<file path="src/rtl/compare_sequencer_if.sv">
// Bundle between the compare sequencer, its requester, its responder and the comparator.
// The master side is the sequencer; the slave side is the surrounding ALU control path.
interface compare_sequencer_if #(
  parameter int WIDTH = 4
);
  logic             req_valid;
  logic             req_ready;
  logic [WIDTH-1:0] req_a;
  logic [WIDTH-1:0] req_b;
  logic [WIDTH-1:0] cmp_a;
  logic [WIDTH-1:0] cmp_b;
  logic [3:0]       cmp_opcode;
  logic [3:0]       cmp_result;
  logic             rsp_valid;
  logic             rsp_ready;
  logic [3:0]       rsp_flags;
  logic             rsp_error;

  modport master (
    input  req_valid, req_a, req_b, cmp_result, rsp_ready,
    output req_ready, cmp_a, cmp_b, cmp_opcode, rsp_valid, rsp_flags, rsp_error
  );

  modport slave (
    output req_valid, req_a, req_b, cmp_result, rsp_ready,
    input  req_ready, cmp_a, cmp_b, cmp_opcode, rsp_valid, rsp_flags, rsp_error
  );
endinterface

</file>
<file path="src/rtl/compare_sequencer.sv">
// Drives the four compare opcodes for one (A,B) pair through the comparator and
// returns {lt,gt,ne,eq} plus a sanity error bit.
//
// state | meaning
// ------+------------------------------------------------------------
// INIT  | leaving reset, not yet accepting requests
// IDLE  | req_ready=1, waiting for an operand pair
// ISSUE | one opcode per cycle, collecting cmp_result[0] into flags
// RESP  | rsp_valid=1, flags/error held until the consumer takes them
module compare_sequencer #(
  parameter int         WIDTH   = 4,
  parameter logic [3:0] OP_BASE = 4'b1100,
  parameter logic [3:0] OP_IDLE = 4'b0000
) (
  input logic               clk,
  input logic               rst_n,
  compare_sequencer_if.master bus
);

  localparam logic [1:0] S_INIT  = 2'd0;
  localparam logic [1:0] S_IDLE  = 2'd1;
  localparam logic [1:0] S_ISSUE = 2'd2;
  localparam logic [1:0] S_RESP  = 2'd3;

  logic [1:0]       state;
  logic [1:0]       step;
  logic [WIDTH-1:0] a_q;
  logic [WIDTH-1:0] b_q;
  logic [3:0]       op_q;
  logic [3:0]       flags_q;
  logic             err_q;

  logic [3:0]       flags_nxt;
  logic             err_nxt;
  logic             final_bad;
  logic [1:0]       one_hot_sum;

  // Flags as they will look after this sample; the end-of-sequence checks
  // must see the LT bit being written on the last ISSUE edge.
  always_comb begin
    flags_nxt       = flags_q;
    flags_nxt[step] = bus.cmp_result[0];
    err_nxt         = err_q | (bus.cmp_result[3:1] != 3'b000);
    one_hot_sum     = {1'b0, flags_nxt[0]} + {1'b0, flags_nxt[2]} + {1'b0, flags_nxt[3]};
    final_bad       = ((flags_nxt[0] ^ flags_nxt[1]) != 1'b1) || (one_hot_sum != 2'd1);
  end

  always_ff @(posedge clk or negedge rst_n) begin
    if (!rst_n) begin
      state   <= S_INIT;
      step    <= 2'd0;
      a_q     <= '0;
      b_q     <= '0;
      op_q    <= OP_IDLE;
      flags_q <= 4'b0000;
      err_q   <= 1'b0;
    end else begin
      case (state)
        S_INIT: state <= S_IDLE;
        S_IDLE: begin
          if (bus.req_valid) begin
            a_q     <= bus.req_a;
            b_q     <= bus.req_b;
            flags_q <= 4'b0000;
            err_q   <= 1'b0;
            step    <= 2'd0;
            op_q    <= OP_BASE;
            state   <= S_ISSUE;
          end
        end
        S_ISSUE: begin
          flags_q <= flags_nxt;
          if (step == 2'd3) begin
            op_q  <= OP_IDLE;
            err_q <= err_nxt | final_bad;
            state <= S_RESP;
          end else begin
            step  <= step + 2'd1;
            op_q  <= op_q + 4'd1;
            err_q <= err_nxt;
          end
        end
        S_RESP: begin
          if (bus.rsp_ready) state <= S_IDLE;
        end
        default: state <= S_INIT;
      endcase
    end
  end

  assign bus.req_ready  = (state == S_IDLE);
  assign bus.rsp_valid  = (state == S_RESP);
  assign bus.cmp_a      = a_q;
  assign bus.cmp_b      = b_q;
  assign bus.cmp_opcode = op_q;
  assign bus.rsp_flags  = flags_q;
  assign bus.rsp_error  = err_q;

endmodule
</file>
<file path="src/flat_wrapper.sv">
// flat-port wrapper written by rule: the top's interface ports become plain ports
module compare_sequencer_flat 
#(
  parameter int         WIDTH   = 4,
  parameter logic [3:0] OP_BASE = 4'b1100,
  parameter logic [3:0] OP_IDLE = 4'b0000
)
  (clk, rst_n, bus_req_valid, bus_req_a, bus_req_b, bus_cmp_result, bus_rsp_ready, bus_req_ready, bus_cmp_a, bus_cmp_b, bus_cmp_opcode, bus_rsp_valid, bus_rsp_flags, bus_rsp_error);
  compare_sequencer_if #(.WIDTH(WIDTH)) bus_i ();
  input logic clk;
  input logic rst_n;
  input wire logic [$bits(bus_i.req_valid)-1:0] bus_req_valid;
  input wire logic [$bits(bus_i.req_a)-1:0] bus_req_a;
  input wire logic [$bits(bus_i.req_b)-1:0] bus_req_b;
  input wire logic [$bits(bus_i.cmp_result)-1:0] bus_cmp_result;
  input wire logic [$bits(bus_i.rsp_ready)-1:0] bus_rsp_ready;
  output wire logic [$bits(bus_i.req_ready)-1:0] bus_req_ready;
  output wire logic [$bits(bus_i.cmp_a)-1:0] bus_cmp_a;
  output wire logic [$bits(bus_i.cmp_b)-1:0] bus_cmp_b;
  output wire logic [$bits(bus_i.cmp_opcode)-1:0] bus_cmp_opcode;
  output wire logic [$bits(bus_i.rsp_valid)-1:0] bus_rsp_valid;
  output wire logic [$bits(bus_i.rsp_flags)-1:0] bus_rsp_flags;
  output wire logic [$bits(bus_i.rsp_error)-1:0] bus_rsp_error;
  assign bus_i.req_valid = bus_req_valid;
  assign bus_i.req_a = bus_req_a;
  assign bus_i.req_b = bus_req_b;
  assign bus_i.cmp_result = bus_cmp_result;
  assign bus_i.rsp_ready = bus_rsp_ready;
  assign bus_req_ready = bus_i.req_ready;
  assign bus_cmp_a = bus_i.cmp_a;
  assign bus_cmp_b = bus_i.cmp_b;
  assign bus_cmp_opcode = bus_i.cmp_opcode;
  assign bus_rsp_valid = bus_i.rsp_valid;
  assign bus_rsp_flags = bus_i.rsp_flags;
  assign bus_rsp_error = bus_i.rsp_error;
  compare_sequencer #(.WIDTH(WIDTH), .OP_BASE(OP_BASE), .OP_IDLE(OP_IDLE)) u_core (.clk(clk), .rst_n(rst_n), .bus(bus_i));
endmodule
</file>
<file path="config.mk">
export PLATFORM = sky130hd
export DESIGN_NAME = compare_sequencer_flat
export DESIGN_NICKNAME = d
export VERILOG_FILES = /design/src/rtl/compare_sequencer_if.sv /design/src/rtl/compare_sequencer.sv /design/src/flat_wrapper.sv
export SDC_FILE = /design/constraint.sdc
export NUM_CORES = 1
export LEC_CHECK = 0
export BUFFER_PORTS_ARGS = -buffer_cell sky130_fd_sc_hd__buf_2
export CAP_MARGIN = 0
export CORE_AREA = 2 2 52 54
export DETAILED_ROUTE_END_ITERATION = 12
export DIE_AREA = 0 0 54 56
export GPL_ROUTABILITY_DRIVEN = 0
export GPL_TIMING_DRIVEN = 0
export PLACE_DENSITY = 0.77
export SETUP_SLACK_MARGIN = 0.1
export SYNTH_ARGS = -nofsm -noshare
export SYNTH_HDL_FRONTEND = slang
export SYNTH_SLANG_ARGS = --single-unit
</file>
<file path="constraint.sdc">
create_clock -name clk -period 3.3 [get_ports clk]
set_input_delay 0.165 -clock clk [delete_from_list [all_inputs] [get_ports clk]]
set_output_delay 0.165 -clock clk [all_outputs]
set_load 0.05 [all_outputs]
</file>
Word-level counts from Yosys, hierarchy flattened
Cells that the tools add are included.

word-level totals
  register bits after elaboration = 21
  bits of input ports = 16
  output and inout port bits = 19
  logic and storage cells = 53

cells by class
  $add $sub $neg = 4
  order comparisons = 2
  equality and inequality tests = 9
  multiplexer cells = 18
  bitwise operators = 4
  reduce and logical (&&, ||, !) cells = 9

operators with widths
  operator             count
  $pmux 4 s2           2
  $mux 4               3
  $mux 2               5
  $pmux 2 s4           1
  $eq 2x2->1 const B   3
  $ne 2x2->1 const B   3
  $reduce_and 3->1     2
  $add 4x1->4 const B  1
  $bwmux 4             1
  $ne 2x1->1 const B   2
  $pmux 2 s2           1
  $reduce_and 2->1     2
  $lt 2x3->1 const B   1
  $mux 1               3
  $reduce_bool 3->1    1
  $add 1x1->2          1
  $add 2x1->2          1
  $add 2x1->2 const B  1
  $demux 1 s2          1
  $eq 2x1->1 const B   1
  $ge 2x1->1 const B   1
  $logic_not 2->1      1
  $or 1x1->1           2
  $pmux 1 s2           1
  5 further kinds      5

Logic depth before layout (Yosys ltp)
  depth in word-level cells = 12
  mapped depth = 8
  depth with buffers taken out = 8

Worst setup path after synthesis
Ideal clock, no wire load.

  kind = reg-to-reg
  from = register u_core.step[0]
  to = register u_core.err_q, in the netlist u_core.bus.rsp_error
  library setup time = 0.124 ns
  data arrival time = 2.176 ns
  data required time = 3.176 ns
  path slack = 1.000 ns
  cell stages (with the launch flop) = 9
  buffers on the path = 0
  period minus slack after synthesis = 2.300 ns
  cells stage by stage = dfrtp_1 -> inv_1 -> ha_1 -> mux2_2 -> fa_1 -> clkinv_1 -> a2111oi_4 -> o311a_1 -> nor3_1

on the way
  longest elaborated chain between the ends = 12
  elaborated cells on any way between the ends = 16
  those cells by class = add/sub: 2; order compare: 2; eq/ne: 2; mux: 5; bitwise: 3; reduce/logical: 2

ends and longest elaborated chain
  element                                                         line                     source
  start, declared                                                 compare_sequencer.sv:26  logic [1:0] step;
  start signal, assigned                                          compare_sequencer.sv:78  step <= step + 2'd1;
  $lt 2x3->1 (implied by the code) or $ge 2x1->1 (tied branches)  compare_sequencer.sv:42  flags_nxt[step] = bus.cmp_result[0];
  $logic_and 1x1->1 (implied by the code)                         compare_sequencer.sv:42
  $mux 1 (implied by the code)                                    compare_sequencer.sv:42
  $demux 1 s2                                                     -
  $bwmux 4                                                        compare_sequencer.sv:42
  $add 1x1->2                                                     compare_sequencer.sv:44  one_hot_sum = {1'b0, flags_nxt[0]} + {1'b0, flags_nxt[2]} + {1'b0, flags_nxt[3]};
  $add 2x1->2                                                     compare_sequencer.sv:44
  $ne 2x1->1                                                      compare_sequencer.sv:45  final_bad = ((flags_nxt[0] ^ flags_nxt[1]) != 1'b1) || (one_hot_sum != 2'd1);
  $logic_or 1x1->1                                                compare_sequencer.sv:45
  $or 1x1->1                                                      compare_sequencer.sv:75  err_q <= err_nxt | final_bad;
  $mux 1 *                                                        compare_sequencer.sv:73  if (step == 2'd3) begin
  $pmux 1 s2 *                                                    compare_sequencer.sv:58  case (state)
  end signal, assigned                                            compare_sequencer.sv:75
  end signal, assigned                                            compare_sequencer.sv:80  err_q <= err_nxt;
  end, declared                                                   compare_sequencer.sv:31  logic err_q;

Every way passes the cells marked *; elsewhere a longest branch is shown, timed or not.
A chain may end at the register's enable or synchronous reset.

Final worst setup path
Ends and elaborated chain as after synthesis.

==> impl_results.md <==
* CP Class: flop to flop
* R2R Path End: u_core.bus.rsp_error$_DFFE_PN0P_
* Core box area at 2430 um2
* Vias at 904
* Final critical-path setup slack at 818 ps
* Die Span Y at 56 um
* Setup Skew at 1.53 ps
* Initial antenna violation count at 0
* Commonest non-fill, non-tap cell in the layout: buf_2
* Mapped Avg Cell Area at 11.7 um2
* Hold Violations, Final at 0
* Worst-Margin Slew at 473 ps
* FF-to-FF Start: u_core.step[0]$_DFFE_PN0P_
* Num CTS Buffers at 3
* Inst Count DP at 163
* Final setup violating endpoints at 0
* CTS tree: done
* Worst setup SP type: flop
* CTS clk-pin slew, worst paths at 120 ps
* CP Data Arrival Time at 2700 ps
* Synth warn at 0
* Critical path peak fanout at 6
* Crit path max-delay cell type: fa_1
* Adder-cell share of the synthesized area at 0.114
* Placed inst area at 1370 um2
* Clk_lat worst skew at 310 ps
* FMAX at 0.403 GHz
* Die area at 3020 um2
* Most frequent cells in the layout: 34 x buf_2, 21 x dfrtp_1, 9 x mux2_1, 9 x ha_1, 7 x nand2_1
* WP data required at 3510 ps
* Place WS at 818 ps
* Hold WC Path Type: input pin to flop
* First-pass GRT wire length at 3950 um
* Crit path cell chain: inv_1 -> ha_1 -> mux2_2 -> fa_1 -> clkinv_1 -> a2111oi_4 -> o311a_1 -> nor3_1
* #FFs+latches synth at 21
* Crit path from: u_core.step[0]$_DFFE_PN0P_
* Layout cells sized above 1 at 0.333
* Final min period at 2480 ps
* Reg-to-reg setup timing slack at 820 ps
* Root buf cell: clkbuf_4
* Final instance area at 1410 um2
* Dominant cells by area after synthesis: dfrtp_1 45%, ha_1 9.7%, mux2_1 8.7%, a22o_1 3.0%, a2111oi_4 2.4%
* # IOs at 35
* Final design utilization at 0.579
* DRC Markers at 0
* Syn Inst Count at 99
* Layout area overhead at 21.1%
* Post-synthesis sequential area ratio at 0.452
* Post-Synth XOR/XNOR Area at 0.0226
* Largest area contributor in the netlist: dfrtp_1
* GR Overflow Total at 0
* Rows at 18
* Hold Crit Depth at 2
* # diodes at 0
* Mux contribution to synthesized area at 0.115
* Initial Util at 0.478
* Vias in the first global route at 870
* Cell Area, Synth at 1160 um2
* Detailed Route WL at 2440 um
* Detail Route Antenna Nets at 0
* RSZ-0062 raised after global routing: false
* Drt initial violations at 11
* Clock buffer depth at 2
* Syn nets at 125
* GRT Overall Usage at 0.179
* Sink Count at 21
* Die X at 54 um
* Synth top area share at 0.452
* Crit path largest cell delay at 510 ps
* Per-cell routed wire length at 14.5 um
* Largest net degree at the start of global routing at 22
* Fin crit share at 0.752
* Max cap viols at 0
* Slew headroom at 0.685
* Non-filler instance count after layout at 168
* Vias/cell at 5.38
* Status: finished clean
* Setup TNS at 0 ps
* Leakage at 0.678 nW
* Layout Nets at 165
* Pwr dens at 1050 nW/um2
* Peak VDD IR at 934 uV
* Synth cell types at 35
* Crit end category: flop
* Drt first pass iters at 4
* Slew Viols, Final at 0
* CP endpoint: u_core.bus.rsp_error$_DFFE_PN0P_
* H-Tree Depth at 1
* Synth Area in Simple Gates at 0.101
* Combinational family with the most area after synthesis: compound AO/OA/AOI/OAI gates
* Port Buffer Count at 34
* Post-cts sizing count at 0
* HPWL Detailed at 1880 um
* Reg2Reg Depth at 8
* Compound-cell area share of the yosys netlist at 0.159
* # Post-CTS Setup Buffers at 0
## kinds of logic after synthesis
kind of cell | Yosys count
AOI/OAI and AO/OA | 24
and+or+nand+nor | 20
buffers and inverters | 9
muxes | 12
DFF | 21
adders and majority gates | 10
xor gates and xnor gates | 3
## worst max-delay path, delay by kind of cell, from the launching register on
| family | cells | cell delay [ps] |
|---|---|---|
| buffers and inverters | 2 | 210 |
| adders and majority gates | 2 | 790 |
| and+or+nand+nor | 1 | 50 |
| muxes | 1 | 390 |
| AOI/OAI and AO/OA | 2 | 490 |
| DFF | 1 | 460 |
## area by class of cell
cell class / instances / area (um2)
fillers: 222 / 1020
multi-input cells: 69 / 596
flip-flops and latches: 21 / 526
repair buffers: 35 / 180
well taps: 30 / 37.5
inverters: 8 / 30.0
clock buffers: 3 / 22.5
plain buffers: 1 / 11.3
clock inverters: 1 / 5.00
## synthesized netlist by cell type (all sizes together)
library cell  count
fa                1
a2111oi           1
nor4              2
xor2              1
or4               1
clkinv            2
o2bb2ai           1
nor2              2
dfrtp            21
nor3              2
o21ai             6
o31ai             1
nand3             1
a22o              4
inv               6
o22ai             2
a21oi             4
ha                9
mux2i             1
o311a             1
a32o              1
nand2             8
mux2             11
and2b             1
nor2b             1
buf               1
xnor2             2
a31oi             1
o221ai            2
nand2b            2
## metrics by stage
stage                     hold slack, ps  power, mW
after detailed placement             151       1.35
after global routing                53.8       1.57
after CTS                           41.1       1.49
final                               50.3       1.47
after global placement               140       1.31
after floorplan                     -131       1.15
## report_power, final
part | switching (mW) | total, mW | internal (mW)
Clock | 0.0836 | 0.129 | 0.0454
Combinational | 0.630 | 0.896 | 0.267
Sequential | 0.0863 | 0.447 | 0.360
## per-layer routing
metal | vias to the layer above | part of all wire | global-route usage
met4 | 0 | 0.022 | 0.0857
li1 | 439 | - | -
met2 | 22 | 0.49 | 0.291
met5 | - | 0 | 0
met3 | 5 | 0.037 | 0.0242
met1 | 438 | 0.45 | 0.227
## repair_timing
action | 4_1_cts | 5_1_grt
endpoints found under the setup margin | 0 | 0
hold endpoints to repair | 21 | 0
hold buffers | 1 | 0
## registers in the layout, summed over array words and instances, names as in the netlist
name and flops:
u_core.bus.cmp_a 4, u_core.bus.cmp_b 4, u_core.bus.cmp_opcode 4, u_core.bus.rsp_flags 4, u_core.state 2, u_core.step 2, u_core.bus.rsp_error 1
## worst min-delay path by stage
stage	from	endpoint	slack (ps)
floorplan	rst_n	u_core.bus.cmp_a[0]$_DFFE_PN0P_	-130
global placement	rst_n	u_core.bus.cmp_a[2]$_DFFE_PN0P_	140
detailed placement	rst_n	u_core.bus.rsp_flags[3]$_DFFE_PN0P_	150
CTS	bus_req_a[2]	u_core.bus.cmp_a[2]$_DFFE_PN0P_	40
global route	bus_req_a[0]	u_core.bus.cmp_a[0]$_DFFE_PN0P_	50
finish	bus_req_a[0]	u_core.bus.cmp_a[0]$_DFFE_PN0P_	50
(Power assumes the default switching activity.)
